==> src/rtl/shift_rotate_seq_if.sv <==
// Handshake, operand/result and barrel-mux signals of the 8088 shift/rotate sequencer.
// The slave side is the sequencer; the master side is the requester plus the rotate-left mux.
interface shift_rotate_seq_if;
    logic        start;
    logic [2:0]  OP;
    logic        W;
    logic [15:0] A;
    logic [7:0]  CNT;
    logic        CF_in;
    logic [15:0] MUX_A;
    logic [3:0]  MUX_OP;
    logic [15:0] MUX_R;
    logic [15:0] R;
    logic        CF;
    logic        OF;
    logic        flags_we;
    logic        busy;
    logic        done;

    modport slave (
        input  start, OP, W, A, CNT, CF_in, MUX_R,
        output MUX_A, MUX_OP, R, CF, OF, flags_we, busy, done
    );

    modport master (
        output start, OP, W, A, CNT, CF_in, MUX_R,
        input  MUX_A, MUX_OP, R, CF, OF, flags_we, busy, done
    );
endinterface

==> src/rtl/shift_rotate_seq.sv <==
// 8088 group-2 shift/rotate sequencer: drives an external 16-bit rotate-left mux for single-pass ops
// and iterates RCL/RCR one bit per cycle, returning R/CF/OF with a start/done handshake.
module shift_rotate_seq (
    input  logic              clk,
    input  logic              rst,
    shift_rotate_seq_if.slave bus
);
    typedef enum logic [1:0] {
        S_IDLE   = 2'd0,
        S_BARREL = 2'd1,
        S_ITER   = 2'd2,
        S_DONE   = 2'd3
    } state_e;

    localparam logic [2:0] OP_ROL = 3'd0;
    localparam logic [2:0] OP_ROR = 3'd1;
    localparam logic [2:0] OP_RCL = 3'd2;
    localparam logic [2:0] OP_RCR = 3'd3;
    localparam logic [2:0] OP_SHL = 3'd4;
    localparam logic [2:0] OP_SHR = 3'd5;
    localparam logic [2:0] OP_SAL = 3'd6;
    localparam logic [2:0] OP_SAR = 3'd7;

    state_e      state_q, state_d;
    logic [2:0]  op_q, op_d;
    logic        w_q, w_d;
    logic [7:0]  cnt_q, cnt_d;
    logic [15:0] work_q, work_d;
    logic        wcf_q, wcf_d;
    logic [4:0]  k_q, k_d;
    logic [15:0] mux_a_q, mux_a_d;
    logic [3:0]  mux_op_q, mux_op_d;
    logic [15:0] r_q, r_d;
    logic        cf_q, cf_d;
    logic        of_q, of_d;
    logic        we_q, we_d;

    logic        accept_s, rc_in_s;
    logic [3:0]  n_in_s, n_s;
    logic [15:0] wmask_s, rot_s, lowm_s, highm_s, fill_s;
    logic        sign_s, ge_w_s, eq_w_s;
    logic [15:0] bar_r_s, step_r_s;
    logic        bar_cf_s, bar_of_s, step_cf_s;

    function automatic logic msb_of(input logic [15:0] v, input logic w);
        return w ? v[15] : v[7];
    endfunction

    function automatic logic msb1_of(input logic [15:0] v, input logic w);
        return w ? v[14] : v[6];
    endfunction

    // Through-carry rotation spans width+1 bits, so the count wraps at 17 (word) or 9 (byte).
    function automatic logic [4:0] rc_count(input logic [7:0] c, input logic w);
        return 5'(w ? c % 8'd17 : c % 8'd9);
    endfunction

    assign accept_s = (state_q == S_IDLE) && bus.start;
    assign rc_in_s  = (bus.OP == OP_RCL) || (bus.OP == OP_RCR);
    assign n_in_s   = bus.W ? bus.CNT[3:0] : {1'b0, bus.CNT[2:0]};

    // State register.
    always_ff @(posedge clk) begin
        if (rst) begin
            state_q <= S_IDLE;
        end else begin
            state_q <= state_d;
        end
    end

    // Next-state logic.
    always_comb begin
        state_d = state_q;
        case (state_q)
            S_IDLE: begin
                if (bus.start) begin
                    state_d = (rc_in_s && (bus.CNT != 8'd0)) ? S_ITER : S_BARREL;
                end else begin
                    state_d = S_IDLE;
                end
            end
            S_BARREL: state_d = S_DONE;
            S_ITER:   state_d = (k_q == 5'd0) ? S_DONE : S_ITER;
            S_DONE:   state_d = S_IDLE;
            default:  state_d = S_IDLE;
        endcase
    end

    // Barrel pass: the mux output is a rotation; shifts then zero- or sign-fill the vacated bits.
    always_comb begin
        n_s      = w_q ? cnt_q[3:0] : {1'b0, cnt_q[2:0]};
        wmask_s  = w_q ? 16'hFFFF : 16'h00FF;
        rot_s    = bus.MUX_R & wmask_s;
        lowm_s   = (16'd1 << n_s) - 16'd1;
        highm_s  = wmask_s & ~(wmask_s >> n_s);
        sign_s   = msb_of(work_q, w_q);
        fill_s   = sign_s ? wmask_s : 16'h0000;
        ge_w_s   = cnt_q >= (w_q ? 8'd16 : 8'd8);
        eq_w_s   = cnt_q == (w_q ? 8'd16 : 8'd8);
        bar_r_s  = rot_s;
        bar_cf_s = rot_s[0];
        case (op_q)
            OP_ROL: begin
                bar_r_s  = rot_s;
                bar_cf_s = rot_s[0];
            end
            OP_ROR: begin
                bar_r_s  = rot_s;
                bar_cf_s = msb_of(rot_s, w_q);
            end
            OP_SHL, OP_SAL: begin
                if (ge_w_s) begin
                    bar_r_s  = 16'h0000;
                    bar_cf_s = eq_w_s & work_q[0];
                end else begin
                    bar_r_s  = rot_s & ~lowm_s;
                    bar_cf_s = rot_s[0];
                end
            end
            OP_SHR: begin
                if (ge_w_s) begin
                    bar_r_s  = 16'h0000;
                    bar_cf_s = eq_w_s & sign_s;
                end else begin
                    bar_r_s  = rot_s & ~highm_s;
                    bar_cf_s = msb_of(rot_s, w_q);
                end
            end
            OP_SAR: begin
                if (ge_w_s) begin
                    bar_r_s  = fill_s;
                    bar_cf_s = sign_s;
                end else begin
                    bar_r_s  = (rot_s & ~highm_s) | (fill_s & highm_s);
                    bar_cf_s = msb_of(rot_s, w_q);
                end
            end
            default: begin
                bar_r_s  = work_q;
                bar_cf_s = wcf_q;
            end
        endcase
        if (cnt_q == 8'd1) begin
            case (op_q)
                OP_ROL, OP_SHL, OP_SAL: bar_of_s = msb_of(bar_r_s, w_q) ^ bar_cf_s;
                OP_ROR:                 bar_of_s = msb_of(bar_r_s, w_q) ^ msb1_of(bar_r_s, w_q);
                OP_SHR:                 bar_of_s = sign_s;
                default:                bar_of_s = 1'b0;
            endcase
        end else begin
            bar_of_s = 1'b0;
        end
    end

    // One rotate-through-carry step.
    always_comb begin
        if (op_q == OP_RCR) begin
            step_cf_s = work_q[0];
            step_r_s  = (work_q >> 1) | (wcf_q ? (w_q ? 16'h8000 : 16'h0080) : 16'h0000);
        end else begin
            step_cf_s = msb_of(work_q, w_q);
            step_r_s  = ((work_q << 1) | {15'd0, wcf_q}) & wmask_s;
        end
    end

    // Datapath next state: latch on accept, finish a barrel pass, or iterate.
    always_comb begin
        op_d     = op_q;
        w_d      = w_q;
        cnt_d    = cnt_q;
        work_d   = work_q;
        wcf_d    = wcf_q;
        k_d      = k_q;
        mux_a_d  = mux_a_q;
        mux_op_d = mux_op_q;
        r_d      = r_q;
        cf_d     = cf_q;
        of_d     = of_q;
        we_d     = we_q;
        if (accept_s) begin
            op_d    = bus.OP;
            w_d     = bus.W;
            cnt_d   = bus.CNT;
            wcf_d   = bus.CF_in;
            work_d  = bus.W ? bus.A : {8'h00, bus.A[7:0]};
            k_d     = rc_count(bus.CNT, bus.W);
            mux_a_d = bus.W ? bus.A : {bus.A[7:0], bus.A[7:0]};
            case (bus.OP)
                OP_ROR, OP_SHR, OP_SAR: mux_op_d = 4'd0 - n_in_s;
                default:                mux_op_d = n_in_s;
            endcase
        end else if (state_q == S_BARREL) begin
            if (cnt_q == 8'd0) begin
                r_d  = work_q;
                cf_d = wcf_q;
                of_d = 1'b0;
                we_d = 1'b0;
            end else begin
                r_d  = bar_r_s;
                cf_d = bar_cf_s;
                of_d = bar_of_s;
                we_d = 1'b1;
            end
        end else if (state_q == S_ITER) begin
            if (k_q != 5'd0) begin
                work_d = step_r_s;
                wcf_d  = step_cf_s;
                k_d    = k_q - 5'd1;
            end else begin
                r_d  = work_q;
                cf_d = wcf_q;
                we_d = 1'b1;
                if (cnt_q == 8'd1) begin
                    of_d = (op_q == OP_RCR) ? (msb_of(work_q, w_q) ^ msb1_of(work_q, w_q))
                                            : (msb_of(work_q, w_q) ^ wcf_q);
                end else begin
                    of_d = 1'b0;
                end
            end
        end else begin
            r_d = r_q;
        end
    end

    // Datapath and result registers.
    always_ff @(posedge clk) begin
        if (rst) begin
            op_q     <= 3'd0;
            w_q      <= 1'b0;
            cnt_q    <= 8'd0;
            work_q   <= 16'h0000;
            wcf_q    <= 1'b0;
            k_q      <= 5'd0;
            mux_a_q  <= 16'h0000;
            mux_op_q <= 4'd0;
            r_q      <= 16'h0000;
            cf_q     <= 1'b0;
            of_q     <= 1'b0;
            we_q     <= 1'b0;
        end else begin
            op_q     <= op_d;
            w_q      <= w_d;
            cnt_q    <= cnt_d;
            work_q   <= work_d;
            wcf_q    <= wcf_d;
            k_q      <= k_d;
            mux_a_q  <= mux_a_d;
            mux_op_q <= mux_op_d;
            r_q      <= r_d;
            cf_q     <= cf_d;
            of_q     <= of_d;
            we_q     <= we_d;
        end
    end

    // Output decode.
    always_comb begin
        bus.busy     = (state_q == S_BARREL) || (state_q == S_ITER);
        bus.done     = (state_q == S_DONE);
        bus.MUX_A    = mux_a_q;
        bus.MUX_OP   = mux_op_q;
        bus.R        = r_q;
        bus.CF       = cf_q;
        bus.OF       = of_q;
        bus.flags_we = we_q;
    end
endmodule

==> src/flat_wrapper.sv <==
// flat-port wrapper written by rule: the top's interface ports become plain ports
module shift_rotate_seq_flat 
  (clk, rst, bus_start, bus_OP, bus_W, bus_A, bus_CNT, bus_CF_in, bus_MUX_R, bus_MUX_A, bus_MUX_OP, bus_R, bus_CF, bus_OF, bus_flags_we, bus_busy, bus_done);
  shift_rotate_seq_if bus_i ();
  input  logic clk;
  input  logic rst;
  input wire logic [$bits(bus_i.start)-1:0] bus_start;
  input wire logic [$bits(bus_i.OP)-1:0] bus_OP;
  input wire logic [$bits(bus_i.W)-1:0] bus_W;
  input wire logic [$bits(bus_i.A)-1:0] bus_A;
  input wire logic [$bits(bus_i.CNT)-1:0] bus_CNT;
  input wire logic [$bits(bus_i.CF_in)-1:0] bus_CF_in;
  input wire logic [$bits(bus_i.MUX_R)-1:0] bus_MUX_R;
  output wire logic [$bits(bus_i.MUX_A)-1:0] bus_MUX_A;
  output wire logic [$bits(bus_i.MUX_OP)-1:0] bus_MUX_OP;
  output wire logic [$bits(bus_i.R)-1:0] bus_R;
  output wire logic [$bits(bus_i.CF)-1:0] bus_CF;
  output wire logic [$bits(bus_i.OF)-1:0] bus_OF;
  output wire logic [$bits(bus_i.flags_we)-1:0] bus_flags_we;
  output wire logic [$bits(bus_i.busy)-1:0] bus_busy;
  output wire logic [$bits(bus_i.done)-1:0] bus_done;
  assign bus_i.start = bus_start;
  assign bus_i.OP = bus_OP;
  assign bus_i.W = bus_W;
  assign bus_i.A = bus_A;
  assign bus_i.CNT = bus_CNT;
  assign bus_i.CF_in = bus_CF_in;
  assign bus_i.MUX_R = bus_MUX_R;
  assign bus_MUX_A = bus_i.MUX_A;
  assign bus_MUX_OP = bus_i.MUX_OP;
  assign bus_R = bus_i.R;
  assign bus_CF = bus_i.CF;
  assign bus_OF = bus_i.OF;
  assign bus_flags_we = bus_i.flags_we;
  assign bus_busy = bus_i.busy;
  assign bus_done = bus_i.done;
  shift_rotate_seq u_core (.clk(clk), .rst(rst), .bus(bus_i));
endmodule
==> config.mk <==
export PLATFORM = sky130hd
export DESIGN_NAME = shift_rotate_seq_flat
export DESIGN_NICKNAME = d
export VERILOG_FILES = /design/src/rtl/shift_rotate_seq_if.sv /design/src/rtl/shift_rotate_seq.sv /design/src/flat_wrapper.sv
export SDC_FILE = /design/constraint.sdc
export NUM_CORES = 1
export LEC_CHECK = 0
export CORE_UTILIZATION = 50
export CTS_BUF_LIST = sky130_fd_sc_hd__clkbuf_4 sky130_fd_sc_hd__clkbuf_8
export CTS_CLUSTER_DIAMETER = 100
export DETAILED_ROUTE_END_ITERATION = 6
export GPL_TIMING_DRIVEN = 0
export PLACE_DENSITY = 0.8
export SETUP_SLACK_MARGIN = 0.5
export SYNTH_ARGS = -nofsm -noshare
export SYNTH_HDL_FRONTEND = slang
export SYNTH_SLANG_ARGS = --single-unit
==> constraint.sdc <==
create_clock -name clk -period 11.18 [get_ports clk]
set_input_delay 2.795 -clock clk [delete_from_list [all_inputs] [get_ports clk]]
set_output_delay 2.795 -clock clk [all_outputs]
set_load 0.05 [all_outputs]
* Yosys cells after proc, flatten, opt, wreduce, memory -nomap -nowiden
Index checks and enable logic that the tools add are counted.
** Word-level totals
- Output and inout port bits :: 41
- Flip-flop bits (word level) :: 75
- Logic and storage cells :: 139
** Cells by class
- Mux-type cells :: 62
- Reduce and logical (&&, ||, !) cells :: 19
- Bitwise gates (word level) :: 19
- Add/subtract/negate cells :: 3
- Equality and inequality tests :: 18
- Shift operators :: 2
- Div/mod/pow operators :: 2
- Magnitude comparators :: 1
** Operators with widths (count)
- 2-to-1 mux 16 bit :: 18
- AND 16 bit :: 6
- one-hot mux 16 bit (4 select lines) :: 1
- NOT 16 bit :: 3
- 2-to-1 mux 5 bit :: 6
- 2-to-1 mux 1 bit :: 29
- equality test 3 bit, second input constant :: 6
- bitwise OR 15 x 16 -> 16 bit :: 1
- bitwise OR 16 x 1 -> 16 bit :: 1
- bitwise OR 16 bit :: 1
- left shift 1 x 4 -> 16 bit, first input constant :: 1
- >> shifter 16 x 4 -> 16 bit :: 1
- subtractor 16 x 1 -> 16 bit, second input constant :: 1
- 2-to-1 mux 4 bit :: 3
- equality test 3 x 2 -> 1 bit, second input constant :: 3
- equality test 8 x 1 -> 1 bit, second input constant :: 1
- equality test 8 bit :: 1
- >= comparator 8 bit :: 1
- zero test 8 bit :: 1
- remainder unit 8 x 4 -> 8 bit, second input constant :: 1
- remainder unit 8 x 5 -> 8 bit, second input constant :: 1
- one-hot mux 2 bit (4 select lines) :: 1
- nonzero test 8 bit :: 1
- equality test 3 x 1 -> 1 bit, second input constant :: 2
- 22 further kinds :: 35

* Longest topological paths before layout
Gate-level depths: netlist of run 1.
- Depth in word-level cells :: 15
- Depth in mapped cells :: 32
- Mapped depth without buffers :: 30

* Least setup slack after synthesis of run 1
No wires, ideal clock.
- Path type :: input -> register
- Start :: in bus_CNT[7]
- End :: reg u_core.k_q[1]
- Path buffers :: 2
- Setup slack :: 1732 ps
- Arrival time :: 9373 ps
- Stages on the path :: 30
- Cell sequence :: clkbuf_1 > ha_1 > nor2b_1 > mux2_1 > a21oi_1 > ha_1 > and3_1 > a31o_4 > o21ai_0 > o31ai_1 > a22oi_1 > ha_1 > o21a_1 > o41ai_1 > nand3_1 > nand2b_1 > maj3_1 > xnor2_1 > ha_1 > or4_1 > nor4_1 > o21ba_1 > o211a_1 > buf_2 > mux2_2 > ha_1 > or3_4 > a211oi_2 > mux2_1 > o22ai_1
** Between the ends
- Cells in the longest elaborated chain, start to end :: 3
- Elaborated cells on any way between the ends :: 4
- Those cells by class :: 2 x div; 2 x mux
** Ends and longest elaborated chain
- start: declaration :: line flat_wrapper.sv:11 : input wire logic [$bits(bus_i.CNT)-1:0] bus_CNT;
- remainder unit 8 x 4 -> 8 bit or remainder unit 8 x 5 -> 8 bit (tied branches) :: line shift_rotate_seq.sv:55 : return 5'(w ? c % 8'd17 : c % 8'd9);
- 2-to-1 mux 5 bit (*) :: line shift_rotate_seq.sv:55
- 2-to-1 mux 5 bit (*) :: line shift_rotate_seq.sv:180 : if (accept_s) begin
- end signal: assignment :: line shift_rotate_seq.sv:246 : k_q <= k_d;
- end: declaration :: line shift_rotate_seq.sv:30 : logic [4:0] k_q, k_d;
Every way passes the cells marked *; elsewhere a longest branch is shown, timed or not.
A chain may end at the register's enable or synchronous reset.

* Final worst setup path of run 1
- Start :: in bus_CNT[7]
- End :: reg u_core.k_q[2]
Same word-level chain as after synthesis.

==> results.py, run 1 <==
metrics = {
    "layout": {
        "final-seq-area_mm2": 0.00148,
        "fillCellCount": 1064,
        "multiInputGateArea_mm2": 0.00394,
        "utilization_pct": 63.6,
        "fin_nets": 987,
        "area_growth_pct": 21.8,
        "n_antenna_cell": 0,
        "drive_gt1_share_pct": 4.79,
    },
    "critical_path": {
        "critPathCaptureType": "flop",
        "cp.arrival_ns": 10.42,
        "crit_type": "in -> reg",
        "worstPathRequired_ns": 11.40,
        "rr_startpoint": "u_core.w_q",
        "r2r_cells": 14,
        "crit_family": "simple AND/OR/NAND/NOR gates",
        "reg2reg_slack_ns": 7.19,
        "max_stage_delay_ns": 0.54,
        "crit_slowest_cell": "or4_1",
        "startpoint_type": "input pin",
        "r2r_end": "u_core.bus.R[11]",
        "critPathMostFrequentCell": "ha_1",
        "worstPathMaxFanout": 7,
        "cp_num_buf_inv": 3,
    },
    "power_and_ir_drop": {
        "p_leak_nw": 2.52,
        "powerDensity_mw_per_mm2": 145,
        "vdd_drop_max_mv": 0.116,
    },
    "synthesis": {
        "yosys_register_bits": 74,
        "synth-edff-count": 0,
        "netlist_area_mm2": 0.00576,
        "synth_cells": 817,
        "ys_warn_count": 0,
        "synth-main-ff-cell": "dfxtp_1",
        "syn_avg_cell_area_um2": 7.05,
        "synthArstFlopShare_pct": 0,
        "synth_top_area_cell": "dfxtp_1",
        "synth_top_area_share_pct": 25.7,
        "synth_nets": 891,
        "synth.distinct_cells": 77,
        "synth_area_leaders": "dfxtp_1 26%, a21oi_1 8.3%, nand2_1 8.1%",
        "synth-seq-area-share_pct": 25.7,
    },
    "detailed_routing": {
        "viasPerCell": 6.29,
        "antenna_left": 0,
        "first_iter_violations": 657,
        "drc": 0,
        "vias": 6660,
        "drt_wl_total_um": 19100,
        "wire_per_inst_um": 18.0,
        "drt_pass1_iterations": 7,
    },
    "floorplan": {
        "io_pins": 89,
        "fp.dieH_um": 109,
        "start_util_pct": 52.2,
        "die_width_um": 109,
        "rows": 38,
        "core_mm2": 0.0110,
        "floorplan.die_area_mm2": 0.0120,
    },
    "sta": {
        "hold_viol_final": 0,
        "rsz0062_at_grt": "no",
        "period_share_pct": 91.3,
        "setup_viol": 0,
        "fin_worst_skew_ns": 0.0202,
        "tightest_slew_ns": 0.817,
        "setup_tns_ns": 0,
        "period_needed_ns": 10.20,
        "max_freq_ghz": 0.0980,
        "hold_ws_ns": 0.460,
        "slew_violations": 0,
        "relSlewSlack_pct": 45.5,
        "worst_slack_ns": 0.977,
    },
    "hold_path": {
        "min_delay_worst_endpoint": "u_core.bus.CF",
        "hold_start": "u_core.bus.CF",
        "worstHoldPathCells": 2,
        "hold_path.class": "reg -> reg",
    },
    "clock_network": {
        "root_buffer": "clkbuf_8",
        "cts_buffers": 9,
        "cts_tree": "done",
        "clock-sinks": 74,
        "worstSkewPairLatency_ns": 0.36,
        "clkTransAtPathRegs_ns": 0.10,
        "cts_buffer_depth": 2,
        "h-tree-depth": 3,
    },
    "global_routing": {
        "grt_max_degree": 16,
        "grt_pass1_wl_um": 29800,
        "grt_overflow": 0,
        "grt_pass1_vias": 5950,
        "track_usage_pct": 32.0,
        "grt_antenna_before_repair": 0,
    },
    "job": {
        "max-cap-violations": 0,
    },
    "place": {
        "place.gp.congestion": 0.947,
        "hpwl_um": 14300,
        "portBuffers": 84,
        "pre_cts_ws_ns": 0.239,
    },
    "status": {
        "status": "complete, no violations",
    },
}
-- layout by cell type, fill, tap and decap left out, types with 4 or more instances in the layout --
master / n
nand2_1: 124
a21oi_1: 95
nor2_1: 86
clkdlybuf4s50_1: 83
dfxtp_1: 74
clkbuf_1: 50
o21ai_0: 39
nor3_1: 33
a211oi_1: 33
nand3_1: 30
inv_1: 24
ha_1: 24
o211ai_1: 17
mux2i_1: 14
clkbuf_8: 9
xnor2_1: 8
nor2b_1: 7
a21o_1: 7
buf_1: 7
nand2b_1: 7
o221ai_1: 6
xor2_1: 6
a31oi_1: 6
o21a_1: 5
or4_1: 5
or3_1: 5
and2_1: 5
a221oi_1: 5
a311oi_1: 5
a221o_1: 4
o22ai_1: 4
-- synthesized netlist by cell type, types with 4 or more instances --
library cell	number
o211ai_1	17
nand3_1	30
buf_1	7
inv_1	24
nor2b_1	7
ha_1	26
xor2_1	6
a221oi_1	5
clkbuf_1	50
xnor2_1	8
nor2_1	86
nor4_1	4
dfxtp_1	74
o21ai_0	40
o22ai_1	4
a311oi_1	5
mux2i_1	14
a31oi_1	6
nor3_1	33
nand2b_1	7
and2_1	5
or4_1	5
a21o_1	7
a211oi_1	33
a221o_1	4
o21a_1	5
or3_1	5
a21oi_1	96
o221ai_1	6
nand2_1	124
-- sequential cells by signal (all words and copies together) (netlist names) --
signal and count:
u_core.work_q 16, u_core.bus.OF 1, u_core.op_q 3, u_core.k_q 5, u_core.bus.CF 1, u_core.state_q 2
u_core.bus.R 16, u_core.bus.MUX_OP 4, u_core.bus.MUX_A 16, u_core.w_q 1, u_core.wcf_q 1, u_core.cnt_q 7
u_core.bus.flags_we 1
-- per-stage QoR --
step	total power, mW	cell area, µm²	std cells
6_report	1.02	7020	1058
5_1_grt	1.08	7020	1058
4_1_cts	0.999	6980	1057
3_5_place_dp	0.779	6780	1041
3_3_place_gp	0.774	6780	1041
2_1_floorplan	0.656	5760	817
-- cells by family (layout without fill, tap and decap cells) --
logic type	Yosys count	in the layout	share of synthesized area, %
AOI/OAI and AO/OA	269	269	31.2
xor gates and xnor gates	14	14	2.13
adders and majority gates	29	29	6.17
buffers and inverters	89	190	6.32
DFF	74	74	25.7
muxes	17	17	3.02
and+or+nand+nor	325	325	25.4
-- area by class of cell --
class / count / share of cell area, %
tap: 140 / 2.50
clock buffer: 9 / 1.77
clock inverter: 7 / 1.18
timing repair buffer: 85 / 12.1
inverter: 25 / 1.34
sequential: 74 / 21.1
buffer: 64 / 3.85
multi-input combinational: 654 / 56.1
-- worst register-to-register path, cell delays in order (launching register included) --
cell	delay, ns
dfxtp_1	0.38
clkbuf_1	0.27
clkinv_1	0.40
ha_1	0.43
nor4b_1	0.15
o21ai_0	0.33
and2_1	0.18
clkbuf_1	0.34
clkbuf_1	0.41
nand2_1	0.15
a221oi_1	0.28
o21ai_0	0.12
nand2_1	0.13
nand3_1	0.09
a311oi_1	0.27
-- report_power, final --
group	leakage (nW)	switching [mW]	internal, mW	total (mW)
clock network	0.0988	0.118	0.107	0.225
logic	1.82	0.295	0.184	0.479
registers	0.607	0.0254	0.291	0.316
-- worst max-delay path by stage --
stage | startpoint | to | slack [ns] | cells past startpoint
global route | bus_CNT[7] | u_core.k_q[1] | 0.51 | 32
finish | bus_CNT[7] | u_core.k_q[2] | 0.98 | 31
global placement | bus_W | u_core.k_q[1] | 0.29 | 30
floorplan | bus_CNT[7] | u_core.k_q[1] | 1.73 | 30
detailed placement | bus_W | u_core.k_q[1] | 0.24 | 30
CTS | bus_W | u_core.k_q[1] | 0.55 | 30
-- repair_timing --
| item | 4_1_cts | 5_1_grt |
|---|---|---|
| buffers inserted | 0 | 1 |
| hold buffers | 0 | 0 |
| resized for setup | 0 | 7 |
| endpoints found under the setup margin | 0 | 5 |
-- per-layer routing --
metal  up-vias  GRT usage, %  share of wire, %
met1      3048          43.4                42
met2       382          50.6                45
li1       3165             -                 -
met3        65          4.51               9.0
met5         -             0                 0
met4         0          13.8               4.0
Power figures use the tool's default switching activity.
==> run 2, diff against run 1 <==
==> constraint.sdc (replaced) <==
create_clock -name clk -period 9.75 [get_ports clk]
set_input_delay 2.4375 -clock clk [delete_from_list [all_inputs] [get_ports clk]]
set_output_delay 2.4375 -clock clk [all_outputs]
set_load 0.05 [all_outputs]
==> run 2 against run 1 <==
Core utilization increased by 1.8 points. Via count increased by 1.6%. Clock power increased by 15%. Clock-buffer cell count stayed put. Final cell count up 1.5%. Sequential cell count stayed put. Critical endpoint unchanged. Die area did not move. Global-route usage increased by 0.38 points.
==> results.py, run 2 (synthesized netlist as in run 1, its figures left out) <==
metrics = {
    "floorplan": {
        "rows": 38,
        "io_pins": 89,
        "die_width_um": 109,
        "core_mm2": 0.0110,
        "fp.dieH_um": 109,
        "start_util_pct": 52.2,
        "floorplan.die_area_mm2": 0.0120,
    },
    "sta": {
        "fin_worst_skew_ns": 0.0178,
        "slew_violations": 0,
        "period_share_pct": 91.8,
        "tightest_slew_ns": 0.786,
        "max_freq_ghz": 0.112,
        "relSlewSlack_pct": 47.6,
        "setup_viol": 0,
        "setup_tns_ns": 0,
        "period_needed_ns": 8.95,
        "rsz0062_at_grt": "no",
        "hold_viol_final": 0,
    },
    "detailed_routing": {
        "drc": 0,
        "first_iter_violations": 587,
        "drt_pass1_iterations": 6,
        "viasPerCell": 6.30,
        "antenna_left": 0,
        "vias": 6767,
        "drt_wl_total_um": 19500,
        "wire_per_inst_um": 18.2,
    },
    "layout": {
        "area_growth_pct": 25.3,
        "drive_gt1_share_pct": 7.82,
        "fillCellCount": 1018,
        "fin_nets": 1003,
        "mostFrequentLayoutCells": "124 x nand2_1, 94 x a21oi_1, 85 x nor2_1, 81 x clkdlybuf4s50_1, 74 x dfxtp_1",
        "n_antenna_cell": 0,
        "layout_commonest_cell": "nand2_1",
        "final-seq-area_mm2": 0.00148,
        "stdcell_count": 1074,
        "multiInputGateArea_mm2": 0.00401,
    },
    "power_and_ir_drop": {
        "switching_share_pct": 42.7,
        "p_int_mw": 0.688,
        "pwr-share-seq_pct": 30.2,
        "netSwitchingPower_mw": 0.513,
        "vdd_drop_max_mv": 0.138,
        "powerDensity_mw_per_mm2": 166,
        "p_leak_nw": 2.62,
        "p_clk_share_pct": 21.5,
        "power_frac_comb_pct": 48.3,
    },
    "place": {
        "portBuffers": 84,
        "place.gp.congestion": 0.947,
        "hpwl_um": 14300,
        "dp.cells": 1041,
    },
    "clock_network": {
        "root_buffer": "clkbuf_8",
        "cts_buffer_depth": 2,
        "h-tree-depth": 3,
        "cts_tree": "done",
        "clock-sinks": 74,
        "cts_buffers": 9,
        "worstSkewPairLatency_ns": 0.35,
        "clkTransAtPathRegs_ns": 0.10,
    },
    "critical_path": {
        "startpoint_type": "input pin",
        "worstPathMaxFanout": 7,
        "critPathCaptureType": "flop",
        "reg2reg_slack_ns": 5.77,
        "cp.arrival_ns": 9.16,
        "crit_type": "in -> reg",
        "crit_slowest_cell": "or4_1",
        "max_stage_delay_ns": 0.52,
        "worstPathRequired_ns": 9.96,
    },
    "global_routing": {
        "grt_pass1_wl_um": 30200,
        "grt_overflow": 0,
        "track_usage_pct": 32.4,
        "grt_antenna_before_repair": 0,
        "grt_pass1_vias": 6009,
        "grt_max_degree": 16,
    },
    "status": {
        "status": "complete, no violations",
    },
    "hold_path": {
        "hold_path.class": "reg -> reg",
    },
    "job": {
        "max-cap-violations": 0,
    },
}
run 2: cell count changes in the layout (fill, tap and decap cells not counted), sizes merged:
cell / delta
dlygate4sd2: +1
buf: +16
clkdlybuf4s50: -2
clkdlybuf4s15: +1
run 2: power groups by stage:
stage               logic (mW)  registers [mW]  clock network, mW
floorplan                0.351           0.400                  0
detailed placement       0.526           0.368                  0
finish                   0.580           0.362              0.258
global route             0.631           0.365              0.270
CTS                      0.548           0.361              0.256
global placement         0.520           0.367                  0
run 2: layer usage:
metal	GRT usage (%)	vias up	wire [µm]
met1	43.6	3101	7990
met4	14.5	0	850
met5	0	-	0
li1	-	3190	-
met3	4.62	75	1750
met2	51.3	401	8920
run 2: timing repair:
action                                  in CTS  in global routing
pin swaps                                    4                  9
hold buffers                                 0                  0
gates resized for setup                     17                 12
buffers inserted                             7                 10
endpoints found under the setup margin       5                  5
run 2: cell type report:
type	instances	area share [%]
tap	140	2.43
clock inverter	7	1.14
sequential	74	20.5
multi-input combinational	654	55.6
clock buffer	9	1.72
inverter	25	1.30
timing repair buffer	101	13.5
buffer	64	3.81
run 2: through the flow:
stage	instance area (µm²)	util [%]	worst slack, ns	power [mW]	hold WS (ns)
after CTS	7090	64.3	0.577	1.17	0.459
after detailed placement	6780	61.4	-0.833	0.894	0.445
after floorplan	5760	-	0.660	0.752	0.444
final	7220	65.4	0.800	1.20	0.459
after global routing	7220	65.4	0.484	1.27	0.478
after global placement	6780	61.4	-0.782	0.887	0.443
run 2: critical path, delay by kind of cell:
kind	cells	cell delay, ns
xor+xnor	1	0.16
simple gates	9	2.24
buf+inv	3	0.59
mux	1	0.36
compound gates	11	1.73
fa+ha+maj	6	1.61
run 2: worst paths after layout:
check                 from               end  depth (start not counted)
max             bus_CNT[7]     u_core.k_q[2]                         31
min reg2reg  u_core.bus.CF     u_core.bus.CF                          2
max reg2reg     u_core.w_q  u_core.bus.R[11]                         14
min          u_core.bus.CF     u_core.bus.CF                          2
